[config.mk]
export PLATFORM = sky130hd
export DESIGN_NAME = execute_md_flat
export DESIGN_NICKNAME = d
export VERILOG_FILES = /design/src/rtl/exec_pkg.sv /design/src/rtl/execute_md_if.sv /design/src/rtl/muldiv_iter.sv /design/src/rtl/execute_md.sv /design/src/flat_wrapper.sv
export SDC_FILE = /design/constraint.sdc
export NUM_CORES = 1
export LEC_CHECK = 0
export BUFFER_PORTS_ARGS = -buffer_cell sky130_fd_sc_hd__buf_2
export CELL_PAD_IN_SITES_DETAIL_PLACEMENT = 1
export CELL_PAD_IN_SITES_GLOBAL_PLACEMENT = 1
export CORE_MARGIN = 3
export CORE_UTILIZATION = 30
export DETAILED_ROUTE_END_ITERATION = 12
export PLACE_DENSITY_LB_ADDON = 0.12
export SLEW_MARGIN = 5
export SYNTH_ARGS = -nofsm -noshare
export SYNTH_HDL_FRONTEND = slang
export SYNTH_HIERARCHICAL = 1
export SYNTH_SLANG_ARGS = --single-unit
[constraint.sdc]
create_clock -name clk -period 9.2 [get_ports clk]
set_input_delay 1.84 -clock clk [delete_from_list [all_inputs] [get_ports clk]]
set_output_delay 1.84 -clock clk [all_outputs]
set_load 0.01 [all_outputs]
[src/rtl/exec_pkg.sv]
// Shared encodings for the execute stage: mul/div ops, FSM states, ALU ops.
package exec_pkg;

  typedef enum logic [1:0] {
    MD_NONE = 2'b00,
    MD_MUL  = 2'b01,
    MD_DIVU = 2'b10,
    MD_REMU = 2'b11
  } md_op_e;

  typedef enum logic [1:0] {
    ST_IDLE = 2'd0,
    ST_BUSY = 2'd1,
    ST_DONE = 2'd2
  } md_state_e;

  localparam logic [3:0] ALU_ADD  = 4'd0;
  localparam logic [3:0] ALU_SUB  = 4'd1;
  localparam logic [3:0] ALU_AND  = 4'd2;
  localparam logic [3:0] ALU_OR   = 4'd3;
  localparam logic [3:0] ALU_XOR  = 4'd4;
  localparam logic [3:0] ALU_SLL  = 4'd5;
  localparam logic [3:0] ALU_SRL  = 4'd6;
  localparam logic [3:0] ALU_SRA  = 4'd7;
  localparam logic [3:0] ALU_SLT  = 4'd8;
  localparam logic [3:0] ALU_SLTU = 4'd9;

endpackage

[src/rtl/execute_md_if.sv]
// ID/EX -> EX bundle: decoded controls, operands, forwarding taps and EX results.
interface execute_md_if #(
  parameter int DATA_W  = 32,
  parameter int FWD_SRC = 2
);
  localparam int FSEL_W = $clog2(FWD_SRC + 1);
  localparam int SH_W   = $clog2(DATA_W);

  logic                       valid_in;
  logic                       flush;
  logic                       ALUSrc;
  logic                       Branch;
  logic                       bne;
  logic [3:0]                 ALUOp;
  logic [1:0]                 mdOp;
  logic [SH_W-1:0]            shamt_EX;
  logic [FSEL_W-1:0]          forwardA;
  logic [FSEL_W-1:0]          forwardB;
  logic [DATA_W-1:0]          readData1;
  logic [DATA_W-1:0]          readData2;
  logic [DATA_W-1:0]          extImm;
  logic [FWD_SRC*DATA_W-1:0]  fwdData;
  logic [DATA_W-1:0]          aluRes_EX;
  logic [DATA_W-1:0]          forwardB_EX;
  logic                       taken;
  logic                       stall;
  logic                       res_valid;

  modport master (
    output valid_in, flush, ALUSrc, Branch, bne, ALUOp, mdOp, shamt_EX,
           forwardA, forwardB, readData1, readData2, extImm, fwdData,
    input  aluRes_EX, forwardB_EX, taken, stall, res_valid
  );

  modport slave (
    input  valid_in, flush, ALUSrc, Branch, bne, ALUOp, mdOp, shamt_EX,
           forwardA, forwardB, readData1, readData2, extImm, fwdData,
    output aluRes_EX, forwardB_EX, taken, stall, res_valid
  );
endinterface

[src/rtl/muldiv_iter.sv]
// Iterative unsigned multiply / restoring divide, one bit per cycle.
// acc holds the product (MUL) or partial remainder (DIV); x holds the
// shifting multiplicand (MUL) or dividend-becoming-quotient (DIV).
module muldiv_iter
  import exec_pkg::*;
#(
  parameter int DATA_W = 32
) (
  input  logic              clk,
  input  logic              reset,
  input  logic              kill,
  input  logic              start,
  input  md_op_e            op,
  input  logic [DATA_W-1:0] a,
  input  logic [DATA_W-1:0] b,
  output logic              busy,
  output logic              done,
  output logic [DATA_W-1:0] result
);
  localparam int CNT_W = $clog2(DATA_W + 1);

  logic [CNT_W-1:0]  cnt_q, cnt_d;
  md_op_e            op_q, op_d;
  logic [DATA_W-1:0] acc_q, acc_d;
  logic [DATA_W-1:0] x_q, x_d;
  logic [DATA_W-1:0] y_q, y_d;
  logic [DATA_W:0]   r_sh;
  logic              r_ge;

  assign busy = (cnt_q != '0);
  // done flags the cycle in which the final step is being taken
  assign done = busy && (cnt_q == CNT_W'(1));
  assign r_sh = {acc_q, x_q[DATA_W-1]};
  assign r_ge = (r_sh >= {1'b0, y_q});

  // Load on start, otherwise one shift-add / restoring-subtract step per cycle
  always_comb begin
    cnt_d = cnt_q;
    op_d  = op_q;
    acc_d = acc_q;
    x_d   = x_q;
    y_d   = y_q;
    if (kill) begin
      cnt_d = '0;
    end else if (start) begin
      cnt_d = CNT_W'(DATA_W);
      op_d  = op;
      acc_d = '0;
      x_d   = a;
      y_d   = b;
    end else if (busy) begin
      cnt_d = cnt_q - CNT_W'(1);
      if (op_q == MD_MUL) begin
        acc_d = acc_q + (y_q[0] ? x_q : '0);
        x_d   = x_q << 1;
        y_d   = y_q >> 1;
      end else begin
        // divisor 0 always compares >=, giving all-ones quotient and remainder = dividend
        acc_d = r_ge ? DATA_W'(r_sh - {1'b0, y_q}) : r_sh[DATA_W-1:0];
        x_d   = {x_q[DATA_W-2:0], r_ge};
      end
    end
  end

  // Operand/result state registers
  always_ff @(posedge clk) begin
    if (reset) begin
      cnt_q <= '0;
      op_q  <= MD_NONE;
      acc_q <= '0;
      x_q   <= '0;
      y_q   <= '0;
    end else begin
      cnt_q <= cnt_d;
      op_q  <= op_d;
      acc_q <= acc_d;
      x_q   <= x_d;
      y_q   <= y_d;
    end
  end

  assign result = (op_q == MD_DIVU) ? x_q : acc_q;
endmodule

[src/rtl/execute_md.sv]
// Execute stage: operand forwarding, ALU, branch compare and an iterative
// mul/div unit that stalls the front end while it runs.
module execute_md
  import exec_pkg::*;
#(
  parameter int DATA_W  = 32,
  parameter int FWD_SRC = 2
) (
  input  logic         clk,
  input  logic         reset,
  execute_md_if.slave  io
);
  localparam int FSEL_W = $clog2(FWD_SRC + 1);

  md_state_e         state_q, state_d;
  logic [DATA_W-1:0] opa, opb, op2, alu_res, md_result;
  logic              md_start, md_busy, md_done, br_hit;

  // Forwarding muxes; selects beyond the last tap yield zero
  always_comb begin
    opa = '0;
    opb = '0;
    if (io.forwardA == '0) opa = io.readData1;
    if (io.forwardB == '0) opb = io.readData2;
    for (int k = 0; k < FWD_SRC; k++) begin
      if (io.forwardA == FSEL_W'(k + 1)) opa = io.fwdData[k*DATA_W +: DATA_W];
      if (io.forwardB == FSEL_W'(k + 1)) opb = io.fwdData[k*DATA_W +: DATA_W];
    end
  end

  assign op2            = io.ALUSrc ? io.extImm : opb;
  assign io.forwardB_EX = opb;
  assign br_hit         = io.bne ? (opa != op2) : (opa == op2);

  // ALU; shifts act on operand 2 by shamt
  always_comb begin
    alu_res = '0;
    case (io.ALUOp)
      ALU_ADD:  alu_res = opa + op2;
      ALU_SUB:  alu_res = opa - op2;
      ALU_AND:  alu_res = opa & op2;
      ALU_OR:   alu_res = opa | op2;
      ALU_XOR:  alu_res = opa ^ op2;
      ALU_SLL:  alu_res = op2 << io.shamt_EX;
      ALU_SRL:  alu_res = op2 >> io.shamt_EX;
      ALU_SRA:  alu_res = $signed(op2) >>> io.shamt_EX;
      ALU_SLT:  alu_res = {{(DATA_W-1){1'b0}}, $signed(opa) < $signed(op2)};
      ALU_SLTU: alu_res = {{(DATA_W-1){1'b0}}, opa < op2};
      default:  alu_res = '0;
    endcase
  end

  assign md_start = (state_q == ST_IDLE) && io.valid_in && !io.flush &&
                    (io.mdOp != MD_NONE);

  muldiv_iter #(.DATA_W(DATA_W)) u_md (
    .clk    (clk),
    .reset  (reset),
    .kill   (io.flush),
    .start  (md_start),
    .op     (md_op_e'(io.mdOp)),
    .a      (opa),
    .b      (op2),
    .busy   (md_busy),
    .done   (md_done),
    .result (md_result)
  );

  // Next state: DONE lasts one cycle so the still-presented instruction is not re-accepted
  always_comb begin
    state_d = state_q;
    case (state_q)
      ST_IDLE: if (md_start) state_d = ST_BUSY;
      ST_BUSY: begin
        if (io.flush)                state_d = ST_IDLE;
        else if (md_busy && md_done) state_d = ST_DONE;
      end
      ST_DONE: state_d = ST_IDLE;
      default: state_d = ST_IDLE;
    endcase
  end

  // State register
  always_ff @(posedge clk) begin
    if (reset) state_q <= ST_IDLE;
    else       state_q <= state_d;
  end

  // Outputs: ALU path only in IDLE, silent while BUSY, latched result in DONE
  always_comb begin
    io.stall     = 1'b0;
    io.res_valid = 1'b0;
    io.aluRes_EX = '0;
    io.taken     = 1'b0;
    case (state_q)
      ST_IDLE: begin
        io.stall     = md_start;
        io.res_valid = io.valid_in && !io.flush && (io.mdOp == MD_NONE);
        io.aluRes_EX = alu_res;
        io.taken     = io.valid_in && io.Branch && !io.flush && br_hit;
      end
      ST_BUSY: io.stall = 1'b1;
      ST_DONE: begin
        io.res_valid = !io.flush;
        io.aluRes_EX = md_result;
      end
      default: ;
    endcase
  end
endmodule

[src/flat_wrapper.sv]
// flat-port wrapper written by rule: the top's interface ports become plain ports
module execute_md_flat import exec_pkg::*;
#(
  parameter int DATA_W  = 32,
  parameter int FWD_SRC = 2
)
  (clk, reset, io_valid_in, io_flush, io_ALUSrc, io_Branch, io_bne, io_ALUOp, io_mdOp, io_shamt_EX, io_forwardA, io_forwardB, io_readData1, io_readData2, io_extImm, io_fwdData, io_aluRes_EX, io_forwardB_EX, io_taken, io_stall, io_res_valid);
  execute_md_if #(.DATA_W(DATA_W), .FWD_SRC(FWD_SRC)) io_i ();
  input  logic clk;
  input  logic reset;
  input wire logic [$bits(io_i.valid_in)-1:0] io_valid_in;
  input wire logic [$bits(io_i.flush)-1:0] io_flush;
  input wire logic [$bits(io_i.ALUSrc)-1:0] io_ALUSrc;
  input wire logic [$bits(io_i.Branch)-1:0] io_Branch;
  input wire logic [$bits(io_i.bne)-1:0] io_bne;
  input wire logic [$bits(io_i.ALUOp)-1:0] io_ALUOp;
  input wire logic [$bits(io_i.mdOp)-1:0] io_mdOp;
  input wire logic [$bits(io_i.shamt_EX)-1:0] io_shamt_EX;
  input wire logic [$bits(io_i.forwardA)-1:0] io_forwardA;
  input wire logic [$bits(io_i.forwardB)-1:0] io_forwardB;
  input wire logic [$bits(io_i.readData1)-1:0] io_readData1;
  input wire logic [$bits(io_i.readData2)-1:0] io_readData2;
  input wire logic [$bits(io_i.extImm)-1:0] io_extImm;
  input wire logic [$bits(io_i.fwdData)-1:0] io_fwdData;
  output wire logic [$bits(io_i.aluRes_EX)-1:0] io_aluRes_EX;
  output wire logic [$bits(io_i.forwardB_EX)-1:0] io_forwardB_EX;
  output wire logic [$bits(io_i.taken)-1:0] io_taken;
  output wire logic [$bits(io_i.stall)-1:0] io_stall;
  output wire logic [$bits(io_i.res_valid)-1:0] io_res_valid;
  assign io_i.valid_in = io_valid_in;
  assign io_i.flush = io_flush;
  assign io_i.ALUSrc = io_ALUSrc;
  assign io_i.Branch = io_Branch;
  assign io_i.bne = io_bne;
  assign io_i.ALUOp = io_ALUOp;
  assign io_i.mdOp = io_mdOp;
  assign io_i.shamt_EX = io_shamt_EX;
  assign io_i.forwardA = io_forwardA;
  assign io_i.forwardB = io_forwardB;
  assign io_i.readData1 = io_readData1;
  assign io_i.readData2 = io_readData2;
  assign io_i.extImm = io_extImm;
  assign io_i.fwdData = io_fwdData;
  assign io_aluRes_EX = io_i.aluRes_EX;
  assign io_forwardB_EX = io_i.forwardB_EX;
  assign io_taken = io_i.taken;
  assign io_stall = io_i.stall;
  assign io_res_valid = io_i.res_valid;
  execute_md #(.DATA_W(DATA_W), .FWD_SRC(FWD_SRC)) u_core (.clk(clk), .reset(reset), .io(io_i));
endmodule
Word-level counts from Yosys, hierarchy flattened
Index checks and enable logic that the tools add are counted.
- ROM bits: 0
- RAM bits: 0
- memories: 0
- input port bits: 182
- output and inout bits: 67
- bits in registers: 106
- bits in latches: 0
- logic and storage cells: 101
- divide/modulo/power cells: 0
- shifts and indexed selects: 3
- add/sub/neg operators: 5
- order comparisons: 3
- reductions and logical operators: 26
- bitwise logic cells: 4
- multiply operators: 0
- eq/ne operators: 22
- muxes and demuxes: 31
- operators by type and width (cell ; count):
    two-way mux 32 bit ; 18
    one-hot mux 32 bit (10 select lines) ; 1
    adder 32 bit ; 2
    less-than comparator 32 bit ; 2
    one-hot mux 32 bit (2 select lines) ; 1
    subtractor 32 bit ; 2
    greater-or-equal comparator 33 x 32 -> 1 bit ; 1
    AND 32 bit ; 1
    == test 32 bit ; 1
    inequality test 32 bit ; 1
    OR 32 bit ; 1
    left shift 32 x 5 -> 32 bit ; 1
    >> shifter 32 x 5 -> 32 bit ; 1
    >>> shifter 32 x 5 -> 32 bit ; 1
    XOR 32 bit ; 1
    == test 4 x 3 -> 1 bit, second input constant ; 4
    two-way mux 6 bit ; 2
    logical AND 1 bit ; 10
    == test 2 x 1 -> 1 bit, second input constant ; 4
    == test 2 bit, second input constant ; 4
    == test 4 x 2 -> 1 bit, second input constant ; 2
    == test 4 bit, second input constant ; 2
    logical NOT 2 bit ; 4
    == test 6 x 1 -> 1 bit, second input constant ; 1
    other kinds (17) ; 26

Logic depth before layout (Yosys ltp)
Gate-level depths: netlist of run 1.
- depth after elaboration: 9
- mapped depth: 20
- depth with buffers taken out: 16

Cells and area by module
The synthesis of run 1 kept the hierarchy.
- by module, submodules not included (module ; sequential area each (um2) ; cells each ; instances ; area an instance (um2)):
    execute_md ; 40.0 ; 1733 ; 1 ; 11795.1
    muldiv_iter ; 2082.0 ; 1105 ; 1 ; 8798.4

Worst setup path after synthesis of run 1
No wires, ideal clock.
- path type: input to output
- start: input io_forwardB[1]
- end: output io_aluRes_EX[28]
- path slack: 1249 ps
- buffers on the path: 4
- required time: 7360 ps
- stages: 20
- data arrival time: 6111 ps
- cells stage by stage: buf_6 > nor2b_1 > buf_6 > clkbuf_1 > buf_1 > o2bb2ai_1 > o21ai_0 > inv_1 > ha_1 > inv_1 > fa_1 > nor2_1 > o311ai_1 > a311oi_1 > a211oi_1 > a2111oi_0 > o31ai_1 > or4_1 > a31oi_1 > a211o_1
- longest elaborated chain between the ends: 8
- elaborated cells on any way between the ends: 17
- classes of those cells: add/sub: 2; eq/ne: 2; shift: 3; mux: 6; bitwise: 3; reduce/logical: 1
- RTL lines (element ; line ; text):
    start: declaration ; flat_wrapper.sv:20 ; input wire logic [$bits(io_i.forwardB)-1:0] io_forwardB;
    logical NOT 2 bit ; execute_md.sv:24 ; if (io.forwardB == '0) opb = io.readData2;
    two-way mux 32 bit ; execute_md.sv:24 ;
    two-way mux 32 bit ; execute_md.sv:27 ; if (io.forwardB == FSEL_W'(k + 1)) opb = io.fwdData[k*DATA_W +: DATA_W];
    two-way mux 32 bit (*) ; execute_md.sv:27 ;
    named net io_forwardB_EX[0] ; flat_wrapper.sv:26 ; output wire logic [$bits(io_i.forwardB_EX)-1:0] io_forwardB_EX;
    two-way mux 32 bit (*) ; execute_md.sv:31 ; assign op2 = io.ALUSrc ? io.extImm : opb;
    named net u_core.op2[0] ; execute_md.sv:16 ; logic [DATA_W-1:0] opa, opb, op2, alu_res, md_result;
    subtractor 32 bit, or another cell as far along ; execute_md.sv:40 ; ALU_SUB: alu_res = opa - op2;
    one-hot mux 32 bit (10 select lines) (*) ; execute_md.sv:38 ; case (io.ALUOp)
    one-hot mux 32 bit (2 select lines) (*) ; execute_md.sv:95 ; case (state_q)
    end: declaration ; flat_wrapper.sv:25 ; output wire logic [$bits(io_i.aluRes_EX)-1:0] io_aluRes_EX;
Mark *: on every way through the listed nets, which the timed path passes. The rest lies on a longest branch.

Worst setup path after layout of run 1
- start: input io_forwardA[0]
- end: output io_aluRes_EX[27]
- longest elaborated chain between the ends: 7
- elaborated cells on any way between the ends: 13
- classes of those cells: add/sub: 2; eq/ne: 2; mux: 5; bitwise: 3; reduce/logical: 1
- RTL lines (element ; line ; text):
    start: declaration ; flat_wrapper.sv:19 ; input wire logic [$bits(io_i.forwardA)-1:0] io_forwardA;
    logical NOT 2 bit ; execute_md.sv:23 ; if (io.forwardA == '0) opa = io.readData1;
    two-way mux 32 bit ; execute_md.sv:23 ;
    two-way mux 32 bit ; execute_md.sv:26 ; if (io.forwardA == FSEL_W'(k + 1)) opa = io.fwdData[k*DATA_W +: DATA_W];
    two-way mux 32 bit (*) ; execute_md.sv:26 ;
    named net u_core.opa[24] ; execute_md.sv:16 ;
    subtractor 32 bit / adder 32 bit (equally long branches) ; execute_md.sv:40, execute_md.sv:39 ;
    one-hot mux 32 bit (10 select lines) (*) ; execute_md.sv:38 ;
    one-hot mux 32 bit (2 select lines) (*) ; execute_md.sv:95 ;
Marked as above.

==> qor.csv, run 1 <==
metric,value,unit
status,"finished, final reports clean",
timing.final.crit_period,8.752,ns
cts.sinks,106,
drtPass1Iterations,5,
yosys_register_bits,106,
final_cells,3886,
seq_area_frac_synth,0.1030,
routed_wl,122000,um
nFillCells,8440,
grt_pass1_wl,175700,um
row_count,95,
track_usage,0.3303,
routedWlPerCell,31.39,um
synth_edf_count,0,
ctsHoldBuffers,0,
use_met1,0.4471,
crit_end,io_aluRes_EX[27],
synthCells,2838,
ant_nets,0,
synth_area_per_cell,7.256,um2
drc,0,
die_w,268,um
fin_crit_sh,0.9513,
grt_pass1_vias,24619,
utilization,0.3446,
synth_nets,3186,
seq_area,0.002122,mm2
reg2reg_from,u_core/u_md/y_q[0],
cp_max_fo,19,
cts_resized,0,
cts_buffers,9,
drive_gt1_frac,0.1760,
r2r_slack,5.02,ns
grt_start_max_net_pins,72,
vias,24274,
place_inst,3870,
clk_latency,0.38,ns
cap_violations,0,
gp_congestion,1.007,
htree_levels,3,
rsz0062_at_grt,false,
startpoint_type,input port,
skew,0.01771,ns
worstHoldPathType,reg2reg,
busiest_layer,met2,
clkSlewWorstSetupHoldPaths,0.08,ns
antenna_found_initial,5,
dieHeight,268,um
cp_data_required_time,7.36,ns
synthFlopType,dfxtp_1,
use_met2,0.5323,
leakagePower,9.852,nW
endpoint_kind,primary output,
nets,3356,
critPathSlowestCell,o21ai_1,
async_reset_ff_frac,0,
io_buffers,248,
post_cts_buffers,0,
fp.dieArea,0.07182,mm2
cts_tree,built,
fmax,0.1143,GHz
total_power,6.608,mW
core_region_area,0.06763,mm2
max-vdd-ir-drop,0.001104,V
hold_slack,0.5235,ns
slew_headroom,0.1430,
syn-cell-area,0.02059,mm2
slew_violations,0,
yosysWarningCount,6,
cts-root-buf,clkbuf_16,
critPathKind,in2out,
reg2reg_depth,13,
drt_iter0_drc,2218,
arrival,6.91,ns
critPathMaxStageDelay,0.98,ns
finalSetupViolations,0,
multiInputGateArea,0.01702,mm2
critPathLaunch,io_forwardA[0],
tightest_slew,1.277,ns
finalSetupTns,0,ns
routed_via_density,6.247,
finalHoldViolCount,0,
syn2layout_area_growth,13.18,%
post-dp-hpwl,102600,um
gr-usage-met3,0.05402,
grt-ovfl-total,0,
power.density,283.5,mW/mm2
cts_buffer_depth,2,
synth_cell_types,91,
reg2reg_to,u_core/u_md/acc_q[24],
io_pins,249,
initial_utilization,0.3045,
crit_chain,"buf_2, buf_4, mux2i_1, o21ai_1, ha_1, inv_1, a21oi_1, o21bai_1, a2111oi_0, inv_1, o221ai_1, xnor2_1, o2111a_1, o221ai_1, buf_2",
==> routing by layer <==
metal,share of wire,vias up,wire length (um)
met2,0.45,934,55140
met4,0.040,2,4912
met5,0.00011,-,13
li1,-,10932,-
met3,0.063,170,7730
met1,0.44,12236,54210
==> cell families after synthesis <==
group,Yosys count,share of synthesized area
AOI/OAI and AO/OA,984,0.3260
muxes,311,0.1787
and+or+nand+nor,813,0.1839
buffers and inverters,379,0.07242
xor gates and xnor gates,79,0.03360
adders and majority gates,166,0.1023
DFF,106,0.1030
==> per-stage QoR <==
| step | setup WS [ns] | cell area, um2 |
|---|---|---|
| after floorplan | 1.249 | 20590 |
| after global placement | 0.6328 | 23020 |
| after detailed placement | 0.6223 | 23020 |
| after CTS | 0.6009 | 23310 |
| after global routing | 0.2372 | 23310 |
| final | 0.4484 | 23310 |
==> synth_stat cells, types with 15 or more instances <==
cell / n / share of area
nand2b_1: 31 / 0.0094
a211oi_1: 95 / 0.035
a21oi_1: 216 / 0.052
a221oi_1: 28 / 0.012
nor3_1: 45 / 0.011
clkbuf_1: 169 / 0.031
dfxtp_1: 106 / 0.10
o22ai_1: 21 / 0.0064
mux4_2: 41 / 0.045
buf_1: 19 / 0.0035
nand3_1: 63 / 0.015
and3_1: 21 / 0.0064
xor2_1: 26 / 0.011
o31ai_1: 19 / 0.0069
o21bai_1: 23 / 0.0084
a31oi_1: 31 / 0.0094
mux2_2: 44 / 0.024
inv_1: 159 / 0.029
a21o_1: 39 / 0.014
o21a_1: 21 / 0.0077
nor2b_1: 23 / 0.0070
ha_1: 162 / 0.098
nor2_1: 254 / 0.046
nand2_1: 248 / 0.045
or3_1: 15 / 0.0046
o211ai_1: 43 / 0.016
o2bb2ai_1: 29 / 0.012
o221ai_1: 27 / 0.011
and2_1: 43 / 0.013
mux2i_1: 226 / 0.11
xnor2_1: 53 / 0.023
a22oi_1: 22 / 0.0080
o21ai_0: 195 / 0.047
==> cells in the final DEF, fill, tap and decap left out, types with 15 or more instances in the layout <==
master,count
dfxtp_1,106
mux2_2,44
inv_1,158
o22ai_1,21
o21ai_0,181
nand2_1,248
nor3_1,45
mux4_2,41
mux2i_1,226
nand3_1,63
xnor2_1,53
a22oi_1,22
and3_1,20
or3_1,15
nand2b_1,31
o21a_1,20
o21ai_1,21
xor2_1,26
o21bai_1,23
nor2b_1,19
ha_1,162
buf_4,122
o221ai_1,27
a21oi_1,216
a31oi_1,31
o211ai_1,43
and2_1,43
o2bb2ai_1,29
a21o_1,39
a211oi_1,94
buf_2,247
a221oi_1,28
nor2_1,250
o31ai_1,19
==> worst min-delay path by stage <==
stage / start / end / slack (ns) / cells after the start
2_1_floorplan: u_core/u_md/cnt_q[4] / u_core/u_md/cnt_q[4] / 0.48 / 2
3_3_place_gp: u_core/u_md/cnt_q[4] / u_core/u_md/cnt_q[4] / 0.50 / 2
3_5_place_dp: u_core/u_md/y_q[26] / u_core/u_md/y_q[26] / 0.51 / 2
4_1_cts: u_core/u_md/y_q[26] / u_core/u_md/y_q[26] / 0.53 / 2
5_1_grt: u_core/u_md/y_q[26] / u_core/u_md/y_q[26] / 0.55 / 2
6_report: u_core/u_md/y_q[26] / u_core/u_md/y_q[26] / 0.52 / 2
==> cell type report <==
cell class / instances / area share
tap: 873 / 0.04686
clock inverter: 5 / 0.002040
multi-input combinational: 2353 / 0.7301
timing repair buffer: 369 / 0.09233
antenna: 1 / 0.0001074
sequential: 106 / 0.09104
inverter: 169 / 0.02727
clock buffer: 10 / 0.01025
==> critical path: cells and delay by family <==
kind / cells / cell delay [ns]
AOI/OAI and AO/OA: 7 / 2.88
xor gates and xnor gates: 1 / 0.14
adders and majority gates: 1 / 0.52
buffers and inverters: 5 / 1.38
muxes: 1 / 0.14
==> state kept, by name, summed over array words and instances (netlist names) <==
name and count:
u_core/u_md/acc_q 32, u_core/state_q 2, u_core/u_md/x_q 32, u_core/u_md/cnt_q 6, u_core/u_md/op_q 2, u_core/u_md/y_q 32
==> where the power goes <==
| group | internal (mW) | switching [mW] | total, mW |
|---|---|---|---|
| combinational | 1.98 | 3.44 | 5.42 |
| clock | 0.195 | 0.203 | 0.398 |
| sequential | 0.602 | 0.186 | 0.788 |
(Power assumes the default switching activity.)
==> run 2: changes to the inputs <==
- CELL_PAD_IN_SITES_DETAIL_PLACEMENT: 1 -> 0
- clock period: 9.2 -> 7.3 ns (I/O delays scaled with it)
==> run 2 against run 1 <==
Compared with the run above: routed wire length fell by 2.2%; global-route usage is 0.79 points lower; critical endpoint is now io_aluRes_EX[16]; clock skew shrank 0.0054 ns; non-clock buffer count rose by 132; power grew 25%.
==> qor.csv, run 2 (synthesis gave the netlist of run 1 again) <==
metric,value,unit
hold_slack,0.5159,ns
startpoint_type,input port,
initial_utilization,0.3045,
grt_start_max_net_pins,71,
critPathSlowestCell,a22oi_1,
power.density,336.5,mW/mm2
vias,24467,
power_frac_clock,0.061,
htree_levels,3,
routed_wl,119300,um
cts-root-buf,clkbuf_16,
gp_congestion,0.9711,
row_count,95,
drc,0,
rsz0062_at_grt,true,
grt-ovfl-total,0,
sw_frac_of_total,0.5665,
setup_slack,0.1748,ns
cp_max_fo,20,
slew_violations,0,
routedWlPerCell,29.65,um
leakagePower,10.53,nW
crit_chain,"buf_2, nor2b_2, buf_6, buf_6, o2bb2ai_1, mux2i_1, ha_1, buf_4, inv_1, a21o_1, o2bb2ai_1, a211oi_1, buf_4, o21bai_1, a221oi_1, o21ai_0, o31a_1, a22oi_1, buf_4, buf_2",
internal_power,3.576,mW
fin_crit_sh,0.9761,
seq_power_share,0.120,
track_usage,0.3225,
die_w,268,um
core_region_area,0.06763,mm2
drive_gt1_frac,0.2181,
critPathMaxStageDelay,0.43,ns
crit_buf_inv,8,
path_common_cell,buf_4,
syn2layout_area_growth,19.02,%
clkSlewWorstSetupHoldPaths,0.08,ns
endpoint_kind,primary output,
skew,0.01227,ns
routed_via_density,6.080,
final_common_cell,nor2_1,
drtPass1Iterations,5,
nets,3488,
preCtsSetupSlack,-0.4697,ns
antenna_found_initial,6,
critPathKind,in2out,
comb_power_share,0.819,
status,"finished, final reports clean",
ant_nets,0,
finalHoldViolCount,0,
fp.dieArea,0.07182,mm2
grt_pass1_vias,23548,
drt_iter0_drc,2435,
worstHoldPathType,reg2reg,
grt_pass1_wl,170100,um
io_pins,249,
cts_buffers,9,
layout_common_cells,"nor2_1, nand2_1, buf_2, buf_4, mux2i_1",
post-dp-hpwl,100900,um
finalSetupViolations,0,
p_sw,4.673,mW
finalSetupTns,0,ns
post_cts_buffers,0,
top_regs,"u_core/u_md/acc_q (32), u_core/u_md/x_q (32), u_core/u_md/y_q (32)",
crit_family,compound AO/OA/AOI/OAI gates,
slew_headroom,0.04377,
tightest_slew,1.419,ns
cts_tree,built,
fmax,0.1403,GHz
ctsHoldBuffers,0,
dieHeight,268,um
max-vdd-ir-drop,0.001042,V
cap_violations,0,
clk_latency,0.38,ns
timing.final.crit_period,7.125,ns
io_buffers,248,
cts.sinks,106,
arrival,5.67,ns
cp_data_required_time,5.84,ns
cts_buffer_depth,2,
-- run 2: changes by cell type in the layout (fill, tap and decap cells not counted), moves of 3 or more --
cell,change
buf_12,+3
diode_2,+5
buf_6,+4
o21ai_0,+8
buf_4,+125
o21ai_1,-8
mux2i_2,+6
mux2i_1,-6
a2111oi_0,-3
-- run 2: metrics by stage --
stage	total power [mW]	instance area, um2	std cells	util
5_1_grt	8.807	24500	4020	0.3623
4_1_cts	8.185	24390	4018	0.3607
3_3_place_gp	7.621	24050	4002	0.3556
3_5_place_dp	7.647	24050	4002	0.3556
2_1_floorplan	5.741	20590	2838	-
6_report	8.249	24510	4024	0.3624
-- run 2: cell type report --
cell class / count / area [um2]
inverters: 169 / 635.6
flip-flops and latches: 106 / 2122
multi-input cells: 2353 / 17150
clock inverters: 5 / 43.79
clock buffers: 11 / 252.7
repair buffers: 501 / 3196
diodes: 6 / 15.01
well taps: 873 / 1092
fillers: 7322 / 43120
-- run 2: timing repair --
item,CTS,global route
cloned,0,0
pin swaps,0,5
resized for setup,10,25
setup endpoints to repair,6,15
-- run 2: tightest hold or removal path, delay by kind of cell, from the launching register on --
kind            cells  cell delay, ns
flops               1            0.32
simple gates        1            0.10
compound gates      1            0.05
-- run 2: path summary, 6_finish.rpt --
path | slack [ns] | cells after the start | start | endpoint
hold / removal | 0.52 | 2 | u_core/u_md/y_q[28] | u_core/u_md/y_q[28]
setup reg to reg | 2.96 | 10 | u_core/u_md/y_q[0] | u_core/u_md/acc_q[31]
setup / recovery | 0.17 | 20 | io_forwardB[0] | io_aluRes_EX[16]
hold reg to reg | 0.52 | 2 | u_core/u_md/y_q[28] | u_core/u_md/y_q[28]
-- run 2: power groups by stage --
stage / sequential (mW) / combinational [mW] / clock, mW
after floorplan: 0.905 / 4.84 / 0
after global placement: 1.00 / 6.62 / 0
after detailed placement: 1.00 / 6.64 / 0
after CTS: 0.993 / 6.67 / 0.521
after global routing: 1.01 / 7.25 / 0.544
final: 0.988 / 6.76 / 0.504
-- run 2: routing by layer --
| metal | GRT usage | wire, um |
|---|---|---|
| met2 | 0.5152 | 53370 |
| met1 | 0.4423 | 52860 |
| met5 | 0 | 13 |
| met3 | 0.06134 | 9071 |
| met4 | 0.09226 | 4004 |
==> run 3: changes to the inputs <==
- CORE_ASPECT_RATIO: default -> 1.2
==> run 3 against run 2 <==
Compared with the run above: maximum frequency shrank 0.32%; highest routed layer unchanged; clock power is 1% higher; design area is 1.5% higher; largest cell class unchanged; critical endpoint is now io_aluRes_EX[0].
==> qor.csv, run 3 (synthesis gave the netlist of run 1 again) <==
metric,value,unit
finalSetupTns,0,ns
fmax,0.1399,GHz
clkSlewWorstSetupHoldPaths,0.07,ns
drc,0,
cts_buffers,9,
routed_via_density,5.943,
dieHeight,293.0,um
clk_latency,0.37,ns
drt_iter0_drc,1757,
grt_pass1_wl,163300,um
nFillCells,7261,
power.density,338.0,mW/mm2
drtPass1Iterations,5,
status,"finished, final reports clean",
cts_buffer_depth,2,
routed_wl,112800,um
finalSetupViolations,0,
cts_tree,built,
leakagePower,10.72,nW
slew_headroom,0.2275,
hold_slack,0.5210,ns
row_count,104,
drive_gt1_frac,0.2286,
place_inst,4063,
cp_max_fo,19,
finalHoldViolCount,0,
worstHoldPathType,reg2reg,
io_buffers,248,
cts.sinks,106,
top_regs,"u_core/u_md/acc_q (32), u_core/u_md/x_q (32), u_core/u_md/y_q (32)",
endpoint_kind,primary output,
die_w,245.2,um
antenna_found_initial,2,
cts-root-buf,clkbuf_16,
timing.final.crit_period,7.148,ns
grt-ovfl-total,0,
cap_violations,0,
grt_start_max_net_pins,72,
startpoint_type,input port,
cp_data_required_time,5.84,ns
max-vdd-ir-drop,0.001226,V
track_usage,0.3021,
routedWlPerCell,27.63,um
slew_violations,0,
grt_pass1_vias,23888,
nets,3524,
fp.dieArea,0.07184,mm2
skew,0.01138,ns
gp_congestion,1.027,
vias,24253,
final_cells,4081,
io_pins,249,
final_common_cell,buf_4,
tightest_slew,1.147,ns
initial_utilization,0.3049,
post-dp-hpwl,94360,um
htree_levels,3,
syn2layout_area_growth,20.82,%
arrival,5.69,ns
fin_crit_sh,0.9792,
layout_common_cells,"buf_4, nor2_1, nand2_1",
critPathKind,in2out,
num_antenna_cells,0,
core_region_area,0.06753,mm2
ant_nets,0,
==> run 3: cell types whose count changed in the layout (fill, tap and decap cells not counted), sizes merged <==
cell      change
clkbuf        -1
bufinv        +1
diode         -6
clkinvlp      -2
clkinv        +2
buf          +36
inv           -1
==> run 3: per-stage QoR <==
stage	area, um2	total power, mW	setup slack (ns)	utilization
floorplan	20590	5.741	0.1090	-
global placement	24350	7.762	-0.4059	0.3606
detailed placement	24350	7.764	-0.4145	0.3606
CTS	24700	8.348	-0.03486	0.3658
global route	24880	9.113	-0.03536	0.3684
finish	24880	8.411	0.1521	0.3684
==> run 3: repair_timing <==
| item | CTS | global route |
|---|---|---|
| buffers inserted | 0 | 3 |
| setup endpoints to repair | 11 | 14 |
| hold buffers | 0 | 0 |
| endpoints found under the hold margin | 0 | 0 |
| pin swaps | 1 | 5 |
| resized for setup | 13 | 37 |
==> run 3: path summary, 6_finish.rpt <==
kind	from	endpoint	slack, ns	cells after the start
max	io_forwardA[0]	io_aluRes_EX[0]	0.15	19
min	u_core/u_md/y_q[29]	u_core/u_md/y_q[29]	0.52	2
max reg2reg	u_core/u_md/y_q[0]	u_core/u_md/acc_q[28]	3.00	12
min reg2reg	u_core/u_md/y_q[29]	u_core/u_md/y_q[29]	0.52	2
==> run 3: layout make-up <==
class                   count  area, um2  share of cell area
clock inverters             5      65.06            0.002615
multi-input cells        2353      17210              0.6915
well taps                 901       1127             0.04531
flip-flops and latches    106       2122             0.08529
repair buffers            537       3496              0.1405
clock buffers              10      229.0            0.009202
inverters                 169      635.6             0.02555
==> run 3: critical path, cell delays in order <==
cell	delay, ns
buf_2	0.11
buf_12	0.14
buf_4	0.35
mux2i_1	0.12
o21ai_0	0.58
ha_2	0.50
buf_4	0.18
inv_1	0.08
o21ba_2	0.15
o21ai_0	0.09
o41ai_2	0.30
buf_4	0.19
o221ai_2	0.15
a221oi_2	0.33
xnor2_2	0.22
nand3_1	0.19
a32oi_1	0.24
buf_4	0.16
buf_2	0.12
==> run 3: routing by layer <==
layer,GRT usage,routed length [um],vias up,part of all wire
met5,0,13,-,0.00012
met4,0.1212,5021,2,0.045
met3,0.02382,5351,178,0.047
met2,0.5216,53920,913,0.48
met1,0.3894,48460,11878,0.43
li1,-,-,11282,-
==> run 3: power breakdown <==
group          switching (mW)  internal, mW
sequential              0.240         0.758
clock                   0.243         0.268
combinational            4.28          2.62
